**config.mk**
```make
export PLATFORM = sky130hd
export DESIGN_NAME = uart_rx
export DESIGN_NICKNAME = d
export VERILOG_FILES = /design/src/rtl/uart_rx.sv
export SDC_FILE = /design/constraint.sdc
export NUM_CORES = 1
export LEC_CHECK = 0
export ABC_AREA = 0
export CAP_MARGIN = 0
export CORE_ASPECT_RATIO = 0.75
export CORE_MARGIN = 3
export CORE_UTILIZATION = 61
export CTS_CLUSTER_DIAMETER = 80
export CTS_CLUSTER_SIZE = 40
export DETAILED_ROUTE_END_ITERATION = 10
export GPL_ROUTABILITY_DRIVEN = 0
export HOLD_SLACK_MARGIN = 0.12
export PLACE_DENSITY = 0.83
export SKIP_LAST_GASP = 1
export SLEW_MARGIN = 20
export SYNTH_ARGS = -nofsm -noshare
export SYNTH_HDL_FRONTEND = slang
export SYNTH_SLANG_ARGS = --single-unit
```
**constraint.sdc**
```tcl
create_clock -name clk -period 4.5 [get_ports clk]
set_input_delay 0.45 -clock clk [delete_from_list [all_inputs] [get_ports clk]]
set_output_delay 0.45 -clock clk [all_outputs]
set_load 0.005 [all_outputs]
```
**src/rtl/uart_rx.sv**
```systemverilog
`default_nettype none
// +----------------------------------------------------------------------------+
// | Module      : uart_rx                                                      |
// | Description : 8N1-style asynchronous serial receiver, mid-bit sampling.    |
// | Revision    : 1.0 - initial release                                        |
// +----------------------------------------------------------------------------+
module uart_rx #(
    parameter int CLKS_PER_BIT = 868,
    parameter int DATA_BITS    = 8
) (
    input  logic                 clk,
    input  logic                 rst_n,
    input  logic                 rx,
    output logic [DATA_BITS-1:0] data_out,
    output logic                 valid,
    output logic                 frame_err,
    output logic                 busy
);

    localparam int c_cnt_w = (CLKS_PER_BIT > 1) ? $clog2(CLKS_PER_BIT) : 1;
    localparam int c_idx_w = (DATA_BITS > 1) ? $clog2(DATA_BITS) : 1;

    localparam logic [c_cnt_w-1:0] c_mid      = c_cnt_w'((CLKS_PER_BIT - 1) / 2);
    localparam logic [c_cnt_w-1:0] c_cnt_last = c_cnt_w'(CLKS_PER_BIT - 1);
    localparam logic [c_idx_w-1:0] c_idx_last = c_idx_w'(DATA_BITS - 1);

    localparam logic [2:0] c_st_idle  = 3'd0;
    localparam logic [2:0] c_st_start = 3'd1;
    localparam logic [2:0] c_st_data  = 3'd2;
    localparam logic [2:0] c_st_stop  = 3'd3;
    localparam logic [2:0] c_st_break = 3'd4;

    logic                 r_rx_meta;
    logic                 r_rx_s;
    logic [2:0]           r_state;
    logic [2:0]           w_state_nxt;
    logic [c_cnt_w-1:0]   r_cnt;
    logic [c_idx_w-1:0]   r_bit_idx;
    logic [DATA_BITS-1:0] r_shift;

    logic w_cnt_mid;
    logic w_cnt_end;
    logic w_good;
    logic w_bad;

    assign w_cnt_mid = (r_cnt == c_mid);
    assign w_cnt_end = (r_cnt == c_cnt_last);
    assign busy      = (r_state != c_st_idle);

    // Synchronizer resets to the idle level so reset release never looks like a start bit.
    always_ff @(posedge clk or negedge rst_n) begin
        if (!rst_n) begin
            r_rx_meta <= 1'b1;
            r_rx_s    <= 1'b1;
        end else begin
            r_rx_meta <= rx;
            r_rx_s    <= r_rx_meta;
        end
    end

    always_ff @(posedge clk or negedge rst_n) begin
        if (!rst_n) begin
            r_state <= c_st_idle;
        end else begin
            r_state <= w_state_nxt;
        end
    end

    always_comb begin
        w_state_nxt = r_state;
        w_good      = 1'b0;
        w_bad       = 1'b0;
        case (r_state)
            c_st_idle: begin
                if (!r_rx_s) w_state_nxt = c_st_start;
            end
            c_st_start: begin
                if (w_cnt_mid) w_state_nxt = r_rx_s ? c_st_idle : c_st_data;
            end
            c_st_data: begin
                if (w_cnt_end && (r_bit_idx == c_idx_last)) w_state_nxt = c_st_stop;
            end
            c_st_stop: begin
                if (w_cnt_end) begin
                    w_good      = r_rx_s;
                    w_bad       = !r_rx_s;
                    w_state_nxt = r_rx_s ? c_st_idle : c_st_break;
                end
            end
            c_st_break: begin
                if (r_rx_s) w_state_nxt = c_st_idle;
            end
            default: w_state_nxt = c_st_idle;
        endcase
    end

    // After the start mid-point the counter is re-zeroed, so every later wrap lands on a bit centre.
    always_ff @(posedge clk or negedge rst_n) begin
        if (!rst_n) begin
            r_cnt     <= '0;
            r_bit_idx <= '0;
            r_shift   <= '0;
        end else begin
            case (r_state)
                c_st_start: begin
                    if (w_cnt_mid) begin
                        r_cnt     <= '0;
                        r_bit_idx <= '0;
                    end else begin
                        r_cnt <= r_cnt + 1'b1;
                    end
                end
                c_st_data: begin
                    if (w_cnt_end) begin
                        r_cnt              <= '0;
                        r_shift[r_bit_idx] <= r_rx_s;
                        r_bit_idx          <= r_bit_idx + 1'b1;
                    end else begin
                        r_cnt <= r_cnt + 1'b1;
                    end
                end
                c_st_stop: begin
                    r_cnt <= w_cnt_end ? '0 : r_cnt + 1'b1;
                end
                default: begin
                    r_cnt <= '0;
                end
            endcase
        end
    end

    always_ff @(posedge clk or negedge rst_n) begin
        if (!rst_n) begin
            data_out  <= '0;
            valid     <= 1'b0;
            frame_err <= 1'b0;
        end else begin
            valid     <= w_good;
            frame_err <= w_bad;
            if (w_good) data_out <= r_shift;
        end
    end

endmodule
`default_nettype wire
```
Word-level counts from Yosys, hierarchy flattened

Cells that the tools add are included.

$add $sub $neg: 2
Magnitude comparators: 2
Eq/ne operators: 13
Muxes and demuxes: 21
Reduce and logical (&&, ||, !) cells: 10

Operator list:

| cell                  | number |
|---|---|
| $mux 3                | 8 |
| $mux 10               | 2 |
| $pmux 10 s2           | 1 |
| $pmux 3 s5            | 1 |
| $ne 2x2->1 const B    | 6 |
| $add 10x1->10 const B | 1 |
| $eq 10x10->1 const B  | 1 |
| $eq 10x9->1 const B   | 1 |
| $bwmux 8              | 1 |
| $eq 3x2->1 const B    | 2 |
| $eq 3x3->1 const B    | 2 |
| $pmux 3 s2            | 1 |
| $mux 1                | 5 |
| $reduce_and 5->1      | 1 |
| $lt 3x4->1 const B    | 1 |
| $add 3x1->3 const B   | 1 |
| $demux 1 s3           | 1 |
| $eq 3x1->1 const B    | 1 |
| $ge 3x1->1 const B    | 1 |
| $logic_not 3->1       | 1 |
| $reduce_and 3->1      | 1 |
| $reduce_bool 3->1     | 1 |
| $logic_and 1x1->1     | 2 |
| $mux 2                | 1 |
| other kinds (4)       | 4 |

Register bits after elaboration: 36
Input port bits: 3
Output and inout port bits: 11
Word-level logic and storage cells: 57

Logic depth before layout (Yosys ltp)

Gate-level depths: netlist (run 1).

Word-level depth: 5
Mapped depth: 7
Depth with buffers taken out: 6

Worst setup path before layout (run 1)

No wires, ideal clock.

Path kind: register to register
Start: register r_cnt[1]
End: register r_state[0]
Setup time: 0.127 ns
Data arrival time: 1.754 ns
Data required time: 4.373 ns
Path slack: 2.618 ns
Stages on the path, launching flop included: 7
Buffers on the path: 0
Period minus slack after synthesis: 1.882 ns
Path through: dfrtp_1 > inv_1 > ha_1 > or4bb_1 > nor3_1 > o32a_1 > mux2_1

Cells in the longest elaborated chain, start to end: 4
Elaborated cells on any way between the ends: 7
Classes of those cells: eq/ne (5); reduce/logical (2)

Ends and longest elaborated chain:

| item                         | line | RTL |
|---|---|---|
| from (decl)                  | 37   | `logic [c_cnt_w-1:0] r_cnt;` |
| from (signal assigned)       | 110  | `r_cnt <= r_cnt + 1'b1;` |
| from (signal assigned)       | 119  | `r_cnt <= r_cnt + 1'b1;` |
| from (signal assigned)       | 123  | `r_cnt <= w_cnt_end ? '0 : r_cnt + 1'b1;` |
| $eq 10x10->1                 | 47   | `assign w_cnt_end = (r_cnt == c_cnt_last);` |
| $logic_and 1x1->1            | 81   | `if (w_cnt_end && (r_bit_idx == c_idx_last)) w_state_nxt = c_st_stop;` |
| $ne 2x2->1 (no line)         | --   |  |
| $reduce_and 5->1 (no line) * | --   |  |
| to (signal assigned)         | 63   | `r_state <= c_st_idle;` |
| to (signal assigned)         | 65   | `r_state <= w_state_nxt;` |
| to (decl)                    | 35   | `logic [2:0] r_state;` |

Every way passes the cells marked *; elsewhere a longest branch is shown, timed or not.
A chain may end at the register's enable or synchronous reset.

Worst setup path after layout (run 1)

Ends and elaborated chain as after synthesis.

==> impl_metrics.json, run 1 <==
{
  "outcome": "completed",
  "r2r-end": "r_state[0]",
  "r2r.worst_path.cells": 6,
  "crit_arrival_ns": 2.56,
  "layout_commonest_cell": "dfrtp_1",
  "grt_pass1_wl_um": 5260,
  "fp.dieH_um": 51.6,
  "postSynthAreaPerCell_um2": 11.9,
  "antenna_found_initial": 0,
  "worstReg2RegStart": "r_cnt[1]",
  "cts_resized": 0,
  "endpoint": "r_state[0]",
  "tritoncts": "done",
  "drc_errors": 0,
  "dpl_cell_area_mm2": 0.00182,
  "final_util": 0.791,
  "setup_violations": 0,
  "grt_pass1_vias": 1051,
  "place.detailed.hpwl_um": 2020,
  "cts.sink_count": 36,
  "rsz0062_at_grt": "no",
  "skew_ns": 0.00914,
  "clk_latency_ns": 0.29,
  "required_ns": 4.67,
  "avgRoutedWirePerCell_um": 15.8,
  "grt_use_total": 0.211,
  "ys_seq_area_frac": 0.534,
  "dp_slack_ns": 2.16,
  "async_reset_ff_frac": 1.00,
  "p_leak_nw": 0.931,
  "max_cap_violations": 0,
  "fin_crit_sh": 0.532,
  "cts_buffer_depth": 2,
  "post_cts_buffers": 0,
  "grt_max_degree": 37,
  "crit_path_max_fanout": 11,
  "route.antenna.remaining_nets": 0,
  "start_kind": "flop",
  "criticalPathCategory": "flop to flop",
  "vias": 1133,
  "fin_area_mm2": 0.00194,
  "drtIter0Drc": 82,
  "regArea_um2": 903,
  "htree_levels": 2,
  "slew_viol_final": 0,
  "powerDensity_mw_per_mm2": 329,
  "postCtsHoldBufs": 0,
  "wl_met3_um": 148,
  "fin_nets": 161,
  "dieArea_mm2": 0.00345,
  "setup_tns_ns": 0,
  "diodes": 0,
  "io_buffers": 13,
  "period_needed_ns": 2.39,
  "r2r_slack_ns": 2.11,
  "clk_pin_slew_ns": 0.07,
  "setup_ws_ns": 2.11,
  "synth.distinct_cells": 33,
  "synth_edf_count": 0,
  "max_slew_margin": 0.588,
  "cts_buffers": 5,
  "multi_input_area_um2": 723,
  "wl_met2_um": 1420,
  "top_layer_used": "met4",
  "core_mm2": 0.00246,
  "crit_start": "r_cnt[1]",
  "ios": 14,
  "cp-end-kind": "flop",
  "syn_to_final_growth_pct": 15.0,
  "synth_nets": 149,
  "synth_ff_type": "dfrtp_1",
  "row_count": 15,
  "syn_inst": 142,
  "drt-total-wl_um": 2980,
  "syn_area_mm2": 0.00169,
  "wl_met1_um": 1360,
  "layout-drive-gt1-share": 0.155,
  "initial_utilization": 0.688,
  "maxClockFrequency_mhz": 418,
  "synth-seq-cells": 36,
  "routed_via_density": 5.99,
  "hp-class": "flop to flop",
  "fillers": 151,
  "irDropWorstVdd_v": 0.000249,
  "cts_root_buffer": "clkbuf_8",
  "final_cell_mix": "dfrtp_1, nor2_1, clkdlybuf4s50_1, mux2_1, mux2_2",
  "yosys_warnings": 0,
  "drtPass1Iterations": 5,
  "die_x_um": 66.8,
  "hold_violations": 0,
  "grt-ovfl-total": 0,
  "worstMarginPinSlew_ns": 0.614
}
## flip-flops by register name, summed over array words and instances (netlist names)
register,count
valid,1
r_bit_idx,3
frame_err,1
r_cnt,10
r_rx_meta,1
r_rx_s,1
r_state,3
data_out,8
r_shift,8
## layout make-up
cell class | count | share of cell area
sequential | 36 | 0.465
multi-input combinational | 94 | 0.372
timing repair buffer | 14 | 0.0708
clock buffer | 7 | 0.0495
tap | 34 | 0.0219
clock inverter | 1 | 0.0154
inverter | 3 | 0.00579
## where the power goes
part | total (mW) | internal [mW] | leakage [nW] | switching, mW
sequential | 0.327 | 0.325 | 0.481 | 0.00180
combinational | 0.00868 | 0.00239 | 0.385 | 0.00629
clock | 0.303 | 0.195 | 0.0645 | 0.108
## synth_stat cells (3+ instances only)
master | instances | share of area
dfrtp_1 | 34 | 0.50
nor2_1 | 19 | 0.042
mux2_1 | 10 | 0.067
mux2_2 | 8 | 0.053
nand2_1 | 6 | 0.013
nand4b_1 | 6 | 0.031
nand3_1 | 5 | 0.015
xor2_1 | 5 | 0.026
ha_1 | 4 | 0.030
buf_2 | 3 | 0.0089
clkbuf_1 | 3 | 0.0067
inv_1 | 3 | 0.0067
nand4_1 | 3 | 0.011
nor3_1 | 3 | 0.0089
xnor2_1 | 3 | 0.016
## how the worst min path moves through the flow
stage                   start     endpoint  slack (ns)  cells past startpoint
global placement    r_rx_meta       r_rx_s        0.35                      0
floorplan               rst_n  data_out[0]        0.15                      0
detailed placement  r_rx_meta       r_rx_s        0.35                      0
CTS                 r_rx_meta       r_rx_s        0.36                      0
global route        r_rx_meta       r_rx_s        0.37                      0
finish              r_rx_meta       r_rx_s        0.36                      0
## critical path: stages, from the launching register on
cell and delay [ns]:
dfrtp_1 0.40, inv_1 0.06, ha_1 0.13, or4bb_1 0.47, nor3_1 0.36, o32a_1 0.49
mux2_1 0.36
## cells by family (layout without fill, tap and decap cells)
kind of cell / count (synthesis) / in the layout / synth area share
DFF: 36 / 36 / 0.534
AOI/OAI and AO/OA: 8 / 8 / 0.0333
xor gates and xnor gates: 8 / 8 / 0.0415
muxes: 18 / 18 / 0.120
and+or+nand+nor: 56 / 56 / 0.204
buffers and inverters: 12 / 25 / 0.0377
adders and majority gates: 4 / 4 / 0.0296
## metrics by stage
| step | power, mW | hold WS (ns) | std cells |
|---|---|---|---|
| after floorplan | 0.333 | 0.154 | 142 |
| after global placement | 0.342 | 0.350 | 181 |
| after detailed placement | 0.342 | 0.349 | 181 |
| after CTS | 0.648 | 0.362 | 189 |
| after global routing | 0.661 | 0.369 | 189 |
| final | 0.639 | 0.359 | 189 |
## routing by layer
metal  track usage  up-vias
li1              -      529
met1         0.299      565
met2         0.298       34
met3        0.0583        5
met4         0.101        0
met5             0        -
No activity file was read; power rests on OpenSTA's default activity.
==> run 2: changes to the inputs <==
--- a/config.mk
+++ b/config.mk
@@ -9,13 +9,13 @@
 export CAP_MARGIN = 0
 export CORE_ASPECT_RATIO = 0.75
 export CORE_MARGIN = 3
-export CORE_UTILIZATION = 61
+export CORE_UTILIZATION = 56
 export CTS_CLUSTER_DIAMETER = 80
 export CTS_CLUSTER_SIZE = 40
 export DETAILED_ROUTE_END_ITERATION = 10
 export GPL_ROUTABILITY_DRIVEN = 0
 export HOLD_SLACK_MARGIN = 0.12
-export PLACE_DENSITY = 0.83
+export PLACE_DENSITY = 0.77
 export SKIP_LAST_GASP = 1
 export SLEW_MARGIN = 20
 export SYNTH_ARGS = -nofsm -noshare
==> constraint.sdc (replaced) <==
create_clock -name clk -period 2.3 [get_ports clk]
set_input_delay 0.23 -clock clk [delete_from_list [all_inputs] [get_ports clk]]
set_output_delay 0.23 -clock clk [all_outputs]
set_load 0.005 [all_outputs]
==> run 2 against run 1 <==
Clock skew shrank 0.0049 ns. Clock power up 46%. Worst hold slack worse by 0.0068 ns. Worst setup slack worse by 1.9 ns. Register-to-register slack worse by 1.9 ns. Utilization is 7.8 points lower. Flip-flop and latch count is the same. Non-clock buffer count increased by 6. Count of clock-buffer cells in the layout is 1 higher. Critical path depth fell by 2. Maximum frequency rose by 13%. First-iteration DRC count is 1.2% lower.
==> impl_metrics.json, run 2 (synthesis results as in run 1) <==
{
  "cp-end-kind": "flop",
  "fin_area_mm2": 0.00196,
  "fin_nets": 167,
  "grt_max_degree": 37,
  "start_kind": "flop",
  "worst_path_max_delay_cell": "and4_1",
  "hold_slack_ns": 0.352,
  "layout_commonest_cell": "dfrtp_1",
  "max_cap_violations": 0,
  "setup_tns_ns": 0,
  "maxClockFrequency_mhz": 472,
  "powerDensity_mw_per_mm2": 561,
  "period_needed_ns": 2.12,
  "cts_buffers": 5,
  "io_buffers": 13,
  "final_util": 0.713,
  "htree_levels": 2,
  "p_leak_nw": 0.943,
  "dieArea_mm2": 0.00372,
  "diodes": 0,
  "clk_latency_ns": 0.28,
  "grt_pass1_wl_um": 5150,
  "cts_root_buffer": "clkbuf_8",
  "crit_path_max_fanout": 9,
  "setup_ws_ns": 0.180,
  "max_slew_margin": 0.708,
  "antenna_found_initial": 0,
  "setup_violations": 0,
  "cts_resized": 0,
  "final_cell_mix": "dfrtp_1, nor2_1, clkdlybuf4s50_1, mux2_1, mux2_2",
  "clk_pin_slew_ns": 0.06,
  "cts.sink_count": 36,
  "fin_crit_sh": 0.922,
  "regMostFlops": "r_cnt",
  "r2r_slack_ns": 0.18,
  "critical_path.cell_chain": "or3b_4 > nor3_2 > and4_1 > mux2_2",
  "vias": 1103,
  "ios": 14,
  "criticalPathCategory": "flop to flop",
  "fp.dieH_um": 53.6,
  "grt-ovfl-total": 0,
  "avgRoutedWirePerCell_um": 15.1,
  "routed_via_density": 5.60,
  "required_ns": 2.47,
  "drc_errors": 0,
  "initial_utilization": 0.616,
  "dp_slack_ns": 0.185,
  "slew_viol_final": 0,
  "layout-drive-gt1-share": 0.174,
  "worstMarginPinSlew_ns": 0.438,
  "drtIter0Drc": 81,
  "reg_top3": "r_cnt: 10 flops, data_out: 8 flops, r_shift: 8 flops",
  "cts_buffer_depth": 2,
  "die_x_um": 69.4,
  "syn_to_final_growth_pct": 15.7,
  "dpl_cell_area_mm2": 0.00187,
  "crit_family": "simple AND/OR/NAND/NOR gates",
  "r2r.worst_path.cells": 4,
  "drt-total-wl_um": 2980,
  "drtPass1Iterations": 4,
  "row_count": 16,
  "r2r-end": "data_out[1]",
  "grt_use_total": 0.187,
  "stdcell_count": 197,
  "slowest_delay_ns": 0.48,
  "worstReg2RegStart": "r_cnt[4]",
  "hold_violations": 0,
  "outcome": "completed",
  "core_mm2": 0.00274,
  "postCtsHoldBufs": 0,
  "placed_cells": 189,
  "irDropWorstVdd_v": 0.000479,
  "rsz0062_at_grt": "no",
  "fin_total_pwr_mw": 1.10,
  "route.antenna.remaining_nets": 0,
  "hp-class": "input pin to async pin",
  "cp_num_buf_inv": 0,
  "largest_reg_flops": 10,
  "post_cts_buffers": 0,
  "grt_pass1_vias": 1077,
  "tritoncts": "done",
  "place.detailed.hpwl_um": 2080,
  "skew_ns": 0.00426,
  "fillers": 182,
  "crit_arrival_ns": 2.29
}
-- run 2: cell types whose count changed in the layout (fill, tap and decap cells not counted), sizes merged --
cell,change
buf,+6
clkbuf,+1
bufinv,-1
-- run 2: cell type report --
cell class / instances / area, um^2 / share of cell area
inverters: 3 / 11.3 / 0.00576
multi-input cells: 94 / 723 / 0.370
flip-flops and latches: 36 / 903 / 0.462
well taps: 36 / 45.0 / 0.0230
repair buffers: 20 / 183 / 0.0934
clock buffers: 8 / 90.1 / 0.0461
-- run 2: worst max path at each step --
stage,start,to,slack [ns],cells past startpoint
after floorplan,r_cnt[1],r_state[0],0.42,6
after global placement,r_cnt[1],r_state[0],0.24,6
after detailed placement,r_cnt[3],data_out[1],0.18,4
after CTS,r_cnt[3],data_out[1],0.17,4
after global routing,r_cnt[4],data_out[4],0.05,4
final,r_cnt[4],data_out[1],0.18,4
-- run 2: power breakdown --
part / switching (mW) / leakage (nW) / internal (mW)
combinational: 0.0125 / 0.416 / 0.00469
sequential: 0.00327 / 0.481 / 0.637
clock: 0.197 / 0.0455 / 0.244
-- run 2: worst reg2reg max path, delay by kind of cell, from the launching register on --
family	cells	cell delay (ns)
simple gates	3	1.18
flops	1	0.44
mux	1	0.38
-- run 2: per-layer routing --
layer	vias to the layer above	global-route usage	wire length (um)
met5	-	0	0
li1	540	-	-
met3	4	0.0616	131
met1	536	0.248	1510
met2	23	0.283	1320
met4	0	0.0877	28
